**src/rtl/read_dma_feeder.sv**
```systemverilog
// read_dma_feeder: takes one fill request at a time and splits it into
// line-sized global reads, keeping at most MAX_OUT reads in flight. In-order
// read responses come back out as SRAM write beats, and a done pulse marks the
// end of each fill.
module read_dma_feeder #(
  parameter int GBW     = 32,
  parameter int HBW     = 10,
  parameter int DBW     = 16,
  parameter int VSIZE   = 32,
  parameter int LCNT_BW = 8,
  parameter int MAX_OUT = 4
) (
  input  logic                   i_clk,
  input  logic                   i_rst,
  input  logic                   i_rp_en_rdy,
  output logic                   o_rp_en_ack,
  input  logic [GBW-1:0]         i_gaddr,
  input  logic [HBW-1:0]         i_lhiaddr,
  input  logic [LCNT_BW-1:0]     i_nline,
  output logic                   o_mreq_rdy,
  input  logic                   i_mreq_ack,
  output logic [GBW-1:0]         o_mreq_addr,
  input  logic                   i_mresp_dval,
  input  logic [VSIZE*DBW-1:0]   i_mresp_data,
  output logic                   o_dma_write_dval,
  output logic [HBW-1:0]         o_dma_whiaddr,
  output logic [VSIZE*DBW-1:0]   o_dma_wdata,
  output logic                   o_done_dval,
  output logic                   o_err
);

  localparam int OW = $clog2(MAX_OUT + 1);
  localparam int LW = VSIZE * DBW;
  localparam logic [OW-1:0] MAX_OUT_C = OW'(MAX_OUT);

  typedef enum logic [1:0] {IDLE, ISSUE, DRAIN, DONE} state_e;

  state_e               state_q, state_d;
  logic [GBW-1:0]       req_addr_q, req_addr_d;
  logic [HBW-1:0]       wr_addr_q, wr_addr_d;
  logic [LCNT_BW-1:0]   req_left_q, req_left_d;
  logic [LCNT_BW-1:0]   resp_left_q, resp_left_d;
  logic [OW-1:0]        outst_q, outst_d;
  logic                 wbeat_q;
  logic [HBW-1:0]       whiaddr_q;
  logic [LW-1:0]        wdata_q;
  logic                 done_q;
  logic                 err_q;

  logic                 rp_ack;
  logic                 mreq_rdy;
  logic                 mreq_fire;
  logic                 resp_acc;

  // A response is taken only while a fill is active and a read is in flight.
  // Anything else is a stray response: it is dropped and flagged.
  assign mreq_fire = mreq_rdy & i_mreq_ack;
  assign resp_acc  = i_mresp_dval && (outst_q != '0) &&
                     ((state_q == ISSUE) || (state_q == DRAIN));

  // State register.
  always_ff @(posedge i_clk or posedge i_rst) begin
    if (i_rst) state_q <= IDLE;
    else       state_q <= state_d;
  end

  // Next-state logic. ISSUE ends on the handshake of the last line. DRAIN ends
  // once every line has been taken in.
  always_comb begin
    state_d = state_q;
    case (state_q)
      IDLE:    if (rp_ack) state_d = (i_nline == '0) ? DONE : ISSUE;
      ISSUE:   if (mreq_fire && (req_left_q == LCNT_BW'(1))) state_d = DRAIN;
      DRAIN:   if (resp_left_q == '0) state_d = DONE;
      DONE:    state_d = IDLE;
      default: state_d = IDLE;
    endcase
  end

  // Handshake outputs. mreq_rdy depends only on registered state, so once it
  // is raised it stays up until the ack. Without an ack, outstanding can only
  // go down and req_left cannot change.
  always_comb begin
    rp_ack   = 1'b0;
    mreq_rdy = 1'b0;
    case (state_q)
      IDLE:    rp_ack   = i_rp_en_rdy;
      ISSUE:   mreq_rdy = (req_left_q != '0) && (outst_q < MAX_OUT_C);
      default: ;
    endcase
  end

  // Next values for the address, line and outstanding counters. The write
  // address advances when a response is taken, so the next response in line
  // already sees the following line address.
  always_comb begin
    req_addr_d  = req_addr_q;
    wr_addr_d   = wr_addr_q;
    req_left_d  = req_left_q;
    resp_left_d = resp_left_q;
    outst_d     = outst_q;
    if (rp_ack) begin
      req_addr_d  = i_gaddr;
      wr_addr_d   = i_lhiaddr;
      req_left_d  = i_nline;
      resp_left_d = i_nline;
    end
    if (mreq_fire) begin
      req_addr_d = req_addr_q + GBW'(1);
      req_left_d = req_left_q - LCNT_BW'(1);
    end
    if (resp_acc) begin
      wr_addr_d   = wr_addr_q + HBW'(1);
      resp_left_d = resp_left_q - LCNT_BW'(1);
    end
    case ({mreq_fire, resp_acc})
      2'b10:   outst_d = outst_q + OW'(1);
      2'b01:   outst_d = outst_q - OW'(1);
      default: ;
    endcase
  end

  // Counter registers.
  always_ff @(posedge i_clk or posedge i_rst) begin
    if (i_rst) begin
      req_addr_q  <= '0;
      wr_addr_q   <= '0;
      req_left_q  <= '0;
      resp_left_q <= '0;
      outst_q     <= '0;
    end else begin
      req_addr_q  <= req_addr_d;
      wr_addr_q   <= wr_addr_d;
      req_left_q  <= req_left_d;
      resp_left_q <= resp_left_d;
      outst_q     <= outst_d;
    end
  end

  // Write beat one cycle after each accepted response. Address and data hold
  // between beats. The done pulse comes one cycle after the DONE state, which
  // is always at least one cycle after the last beat. The error bit is sticky.
  always_ff @(posedge i_clk or posedge i_rst) begin
    if (i_rst) begin
      wbeat_q   <= 1'b0;
      whiaddr_q <= '0;
      wdata_q   <= '0;
      done_q    <= 1'b0;
      err_q     <= 1'b0;
    end else begin
      wbeat_q <= resp_acc;
      if (resp_acc) begin
        whiaddr_q <= wr_addr_q;
        wdata_q   <= i_mresp_data;
      end
      done_q <= (state_q == DONE);
      if (i_mresp_dval && !resp_acc) err_q <= 1'b1;
    end
  end

  assign o_rp_en_ack      = rp_ack;
  assign o_mreq_rdy       = mreq_rdy;
  assign o_mreq_addr      = req_addr_q;
  assign o_dma_write_dval = wbeat_q;
  assign o_dma_whiaddr    = whiaddr_q;
  assign o_dma_wdata      = wdata_q;
  assign o_done_dval      = done_q;
  assign o_err            = err_q;

endmodule

```
**config.mk**
```make
export PLATFORM = sky130hd
export DESIGN_NAME = read_dma_feeder
export DESIGN_NICKNAME = d
export VERILOG_FILES = /design/src/rtl/read_dma_feeder.sv
export SDC_FILE = /design/constraint.sdc
export NUM_CORES = 2
export LEC_CHECK = 0
export BUFFER_PORTS_ARGS = -buffer_cell sky130_fd_sc_hd__buf_2
export CAP_MARGIN = 25
export CORE_AREA = 2 2 443 445
export CTS_CLUSTER_SIZE = 16
export DETAILED_ROUTE_END_ITERATION = 8
export DIE_AREA = 0 0 445 447
export GPL_ROUTABILITY_DRIVEN = 0
export PLACE_DENSITY_LB_ADDON = 0.08
export SLEW_MARGIN = 5
export SYNTH_ARGS = -nofsm -noshare
export SYNTH_HDL_FRONTEND = slang
export SYNTH_SLANG_ARGS = --single-unit
```
**constraint.sdc**
```tcl
create_clock -name i_clk -period 56 [get_ports i_clk]
set_clock_uncertainty 0.2 [all_clocks]
set_input_delay 2.8 -clock i_clk [delete_from_list [all_inputs] [get_ports i_clk]]
set_output_delay 2.8 -clock i_clk [all_outputs]
set_load 0.02 [all_outputs]
```
**Yosys cells after proc, flatten, opt, wreduce, memory -nomap -nowiden**

Cells that the tools add are included.

- Register bits after elaboration: 588
- Output and inout port bits: 559
- Logic and storage cells: 59

- Add/sub/neg operators: 6
- Order comparisons: 1
- Equal/unequal tests: 9
- Mux-type cells: 15
- Bitwise logic cells: 1
- Reduce and logical (&&, ||, !) cells: 16

Operator list:

| kind | number |
|---|---|
| $mux 32 | 2 |
| $add 32x1->32 const B | 1 |
| $mux 8 | 3 |
| $mux 10 | 2 |
| $logic_not 8->1 | 2 |
| $sub 8x1->8 const B | 2 |
| $add 10x1->10 const B | 1 |
| $eq 8x1->1 const B | 1 |
| $mux 2 | 4 |
| $pmux 2 s4 | 1 |
| $reduce_bool 8->1 | 1 |
| $eq 2x2->1 const B | 3 |
| $pmux 3 s2 | 1 |
| $reduce_bool 2->1 | 3 |
| $logic_and 1x1->1 | 5 |
| $eq 2x1->1 const B | 2 |
| $ne 2x1->1 const B | 2 |
| $add 3x1->3 const B | 1 |
| $lt 3x3->1 const B | 1 |
| $reduce_and 3->1 | 1 |
| $reduce_bool 3->1 | 1 |
| $sub 3x1->3 const B | 1 |
| $logic_not 2->1 | 1 |
| $mux 1 | 2 |
| 4 further kinds | 4 |

**Logic depth before layout (Yosys ltp)**

- Word-level depth: 7
- Mapped depth: 12

**Least setup slack after synthesis**

No wires, ideal clock.

- Kind: input port to output port
- Start point: input i_rp_en_rdy
- End point: output o_rp_en_ack
- Arrival: 3.117 ns
- Data required time: 53.000 ns
- Setup slack: 49.883 ns
- Cell stages on the path: 3
- Buffers on the path: 1
- Cell sequence: nand2_1 > inv_1 > buf_6

- Word-level cells in the longest chain between the ends: 1

RTL lines:

| item | RTL line | source |
|---|---|---|
| from (decl) | 15 | `input logic i_rp_en_rdy,` |
| $mux 1 | 86 | `case (state_q)` |
| to (decl) | 16 | `output logic o_rp_en_ack,` |

Every way passes these cells.

**Worst setup path after layout**

Ends and elaborated chain as after synthesis.

==> key figures <==
Cells and area
  – Multi-input logic area: 7924 um^2
  – Final instance area: 34540 um^2
  – Synth-to-layout area growth: 48.39%
  – Reg area: 14710 um^2
  – Share of cells above drive strength 1: 0.3389
  – NumNets Final: roughly 4300
  – Number of fill cells: 22100

Place
  – Hpwl dp: between 100000 and 150000 um
  – Placed cell areas: 31740 um^2
  – Port-buffer cells: 1125

Drt
  – Vias: 22040
  – Initial drt markers: approximately 1100
  – Avg WL per Cell: 21.16 um
  – Via-to-Cell Ratio: 3.462
  – DRC Markers: 0
  – DR pass1 iterations: 5
  – Antenna viol nets, final: 0
  – Final WL: 134700 um

Logic synthesis
  – Synth Area in Compound Gates: 0.03676
  – Yosys cell types: 62
  – Synth top area share: 0.6321
  – Syn Inst Count: ~2600
  – Number of synthesized register bits: 588
  – YS warnings: 0
  – Syn Nets: approximately 3200
  – Top post-synthesis cells by area: dfrtp_1, nand2_1, clkbuf_1, buf_2, nor2_1
  – Post-Synth XOR/XNOR Area: 0.001129
  – Post-Syn Area per Cell: 8.808 um^2
  – Cell area after synthesis: ~23000 um^2
  – Seq/Total Area, Yosys: 0.6321
  – Multiplexer share of the synthesized area: 0.0008599
  – Primary FF master, synth: dfrtp_1
  – EDFF count, synth: 0
  – Largest family of logic cells by synthesized area: simple AND/OR/NAND/NOR gates
  – Area leader, netlist: dfrtp_1
  – Simple-Gate Fraction of Synth Area: 0.2938
  – Adder-cell share of the synthesized area: 0.007309
  – Ys async rst share: 1.000

Die
  – Initial Util: 0.1199
  – Num ports: around 1100
  – Die width: 445 um
  – Core area: 194200 um^2
  – Placement Rows: 162
  – Die ar.: 198900 um^2
  – Die height: 447 um

Power
  – Peak supply drop: 0.03069 mV
  – Sequential power share: 0.319
  – Internal cell power: about 1300 uW
  – Pwr/cell area: 69.32 nW/um^2
  – Total power: ~2400 uW
  – Pleak: 0.01859 uW
  – Switching power: 1137 uW
  – Clock power frac: 0.229
  – Net Sw Frac: 0.4748
  – Combinational share of power: 0.452

Clock network
  – Clock sinks: 588
  – Clk root buf: clkbuf_16
  – H-tree depth: 3
  – Number of buffers on the longest clock path: 3
  – Post-CTS Setup Bufs: 0
  – Post-CTS Resized: 0
  – Skew-Pair Late Insertion Delay: about 700 ps
  – CTS tree: done
  – Worst-path clk slew: 60 ps
  – Num CTS Buffers: 86
  – CTS Hold Bufs: 0

Global routing
  – GR Util All Layers: 0.1305
  – Vias in the first global route: 22710
  – Remaining Overflow, GRT: 0
  – Largest net degree at the start of global routing: 158
  – First-pass GRT wire length: 183800 um
  – Initial antenna violation count: 110

Setup path
  – Crit end category: output pin
  – Req. time, crit path: roughly 53000 ps
  – CP startpoint kind: input pin
  – Crit path arrival time: slightly below 4000 ps
  – Crit-path max FO: 12
  – Crit Path Category: input pin to output pin

Timing
  – Crit share post-route: 0.1234
  – Max-slew violations: 0
  – Max frequency: 144.7 MHz
  – Final setup TNS: 0 ps
  – Final hold violation count: 0
  – Worst slew pin tran: 930.5 ps
  – Min Tclk post-route: 6912 ps
  – Final setup fails: 0
  – RSZ-0062 raised after global routing: no
  – Worst rel slew slack: 0.3797

Status
  – Status: completed

Job
  – Max cap viols: 0

Worst hold path
  – Worst min-delay path category: register to register
[cell usage after synthesis (3+ instances only)]
| cell | number |
|---|---|
| nor2b_1 | 3 |
| nand2_1 | 1606 |
| a221o_1 | 3 |
| buf_2 | 51 |
| o22ai_1 | 7 |
| and3_1 | 5 |
| inv_1 | 15 |
| dfrtp_1 | 588 |
| a311oi_1 | 9 |
| o221a_2 | 4 |
| nor4b_1 | 3 |
| ha_1 | 12 |
| nand3_1 | 29 |
| nor3_1 | 19 |
| clkbuf_1 | 76 |
| a21oi_1 | 32 |
| nor2_1 | 64 |
| and4_1 | 3 |
| o21ai_0 | 17 |
| nand4_1 | 6 |
| o211ai_1 | 6 |
| nor4_1 | 7 |
| a211oi_1 | 24 |
| nor3b_1 | 3 |
| buf_6 | 3 |
[worst paths after layout]
path	startpoint	to	slack (ps)	cells past startpoint
setup / recovery	i_rp_en_rdy	o_rp_en_ack	49090	4
hold / removal	o_err	o_err	260	1
setup reg to reg	state_q[0]	o_dma_wdata[470]	51170	9
hold reg to reg	o_err	o_err	260	1
max in group asynchronous	i_rst	o_dma_wdata[160]	49910	6
min in group asynchronous	i_rst	o_dma_wdata[471]	1990	2
[layout make-up]
type                            instances  area share
Antenna cell                           17    0.001231
Clock buffer                          123     0.07128
Clock inverter                         25    0.008729
Inverter                               17    0.002282
Multi-Input combinational cell       1905      0.2294
Sequential cell                       588      0.4259
Tap cell                             2542     0.09207
Timing Repair Buffer                 1148      0.1691
[power groups by stage]
stage	combinational [uW]	clock, uW	sequential, uW
final	1080	549	764
after floorplan	408	0	983
after global routing	1210	591	792
after CTS	1120	578	766
after detailed placement	1120	0	768
after global placement	1120	0	775
[worst max-delay path: stages]
cell and delay (ps):
buf_2 100, nand2_1 270, inv_1 460, buf_2 270
[kinds of logic (layout without fill, tap and decap cells)]
kind of cell | after synthesis | count (layout)
simple gates | 1763 | 1763
fa+ha+maj | 13 | 13
buf+inv | 150 | 1313
xor+xnor | 3 | 3
other cells | 0 | 17
flops | 588 | 588
mux | 2 | 2
compound gates | 124 | 124
[registers in the layout (all words and copies together) (netlist names)]
register	count
o_dma_wdata	512
o_dma_whiaddr	10
o_dma_write_dval	1
o_done_dval	1
o_err	1
o_mreq_addr	32
outst_q	3
req_left_q	8
resp_left_q	8
state_q	2
wr_addr_q	10
[through the flow]
step	hold slack, ps	util	std cells	setup WS (ps)
floorplan	253.7	-	2643	36550
global placement	249.3	0.1634	6200	48720
detailed placement	248.0	0.1634	6200	48780
CTS	261.5	0.1777	6348	49060
global route	280.1	0.1778	6361	49000
finish	263.0	0.1779	6365	49090
[layer usage]
layer  track usage  part of all wire
met1        0.1462              0.39
met2        0.2237              0.50
met3       0.05079             0.080
met4       0.04676             0.038
met5             0            0.0020
[placed cells by master (no fill, tap or decap), types with 4 or more instances in the layout]
| master | instances |
|---|---|
| buf_4 | 20 |
| clkbuf_16 | 87 |
| diode_2 | 17 |
| a21oi_1 | 31 |
| o221a_2 | 4 |
| nand2_1 | 1606 |
| clkinv_2 | 11 |
| clkbuf_8 | 15 |
| ha_1 | 12 |
| clkbuf_1 | 21 |
| o21ai_0 | 17 |
| buf_2 | 1125 |
| inv_1 | 14 |
| nor2_1 | 64 |
| and3_1 | 5 |
| clkinv_8 | 4 |
| nand3_1 | 29 |
| dfrtp_1 | 588 |
| nor3_1 | 19 |
| bufinv_16 | 4 |
| nor4_1 | 7 |
| nand4_1 | 6 |
| o211ai_1 | 6 |
| o22ai_1 | 7 |
| a311oi_1 | 9 |
| a211oi_1 | 24 |
Power figures use the tool's default switching activity.
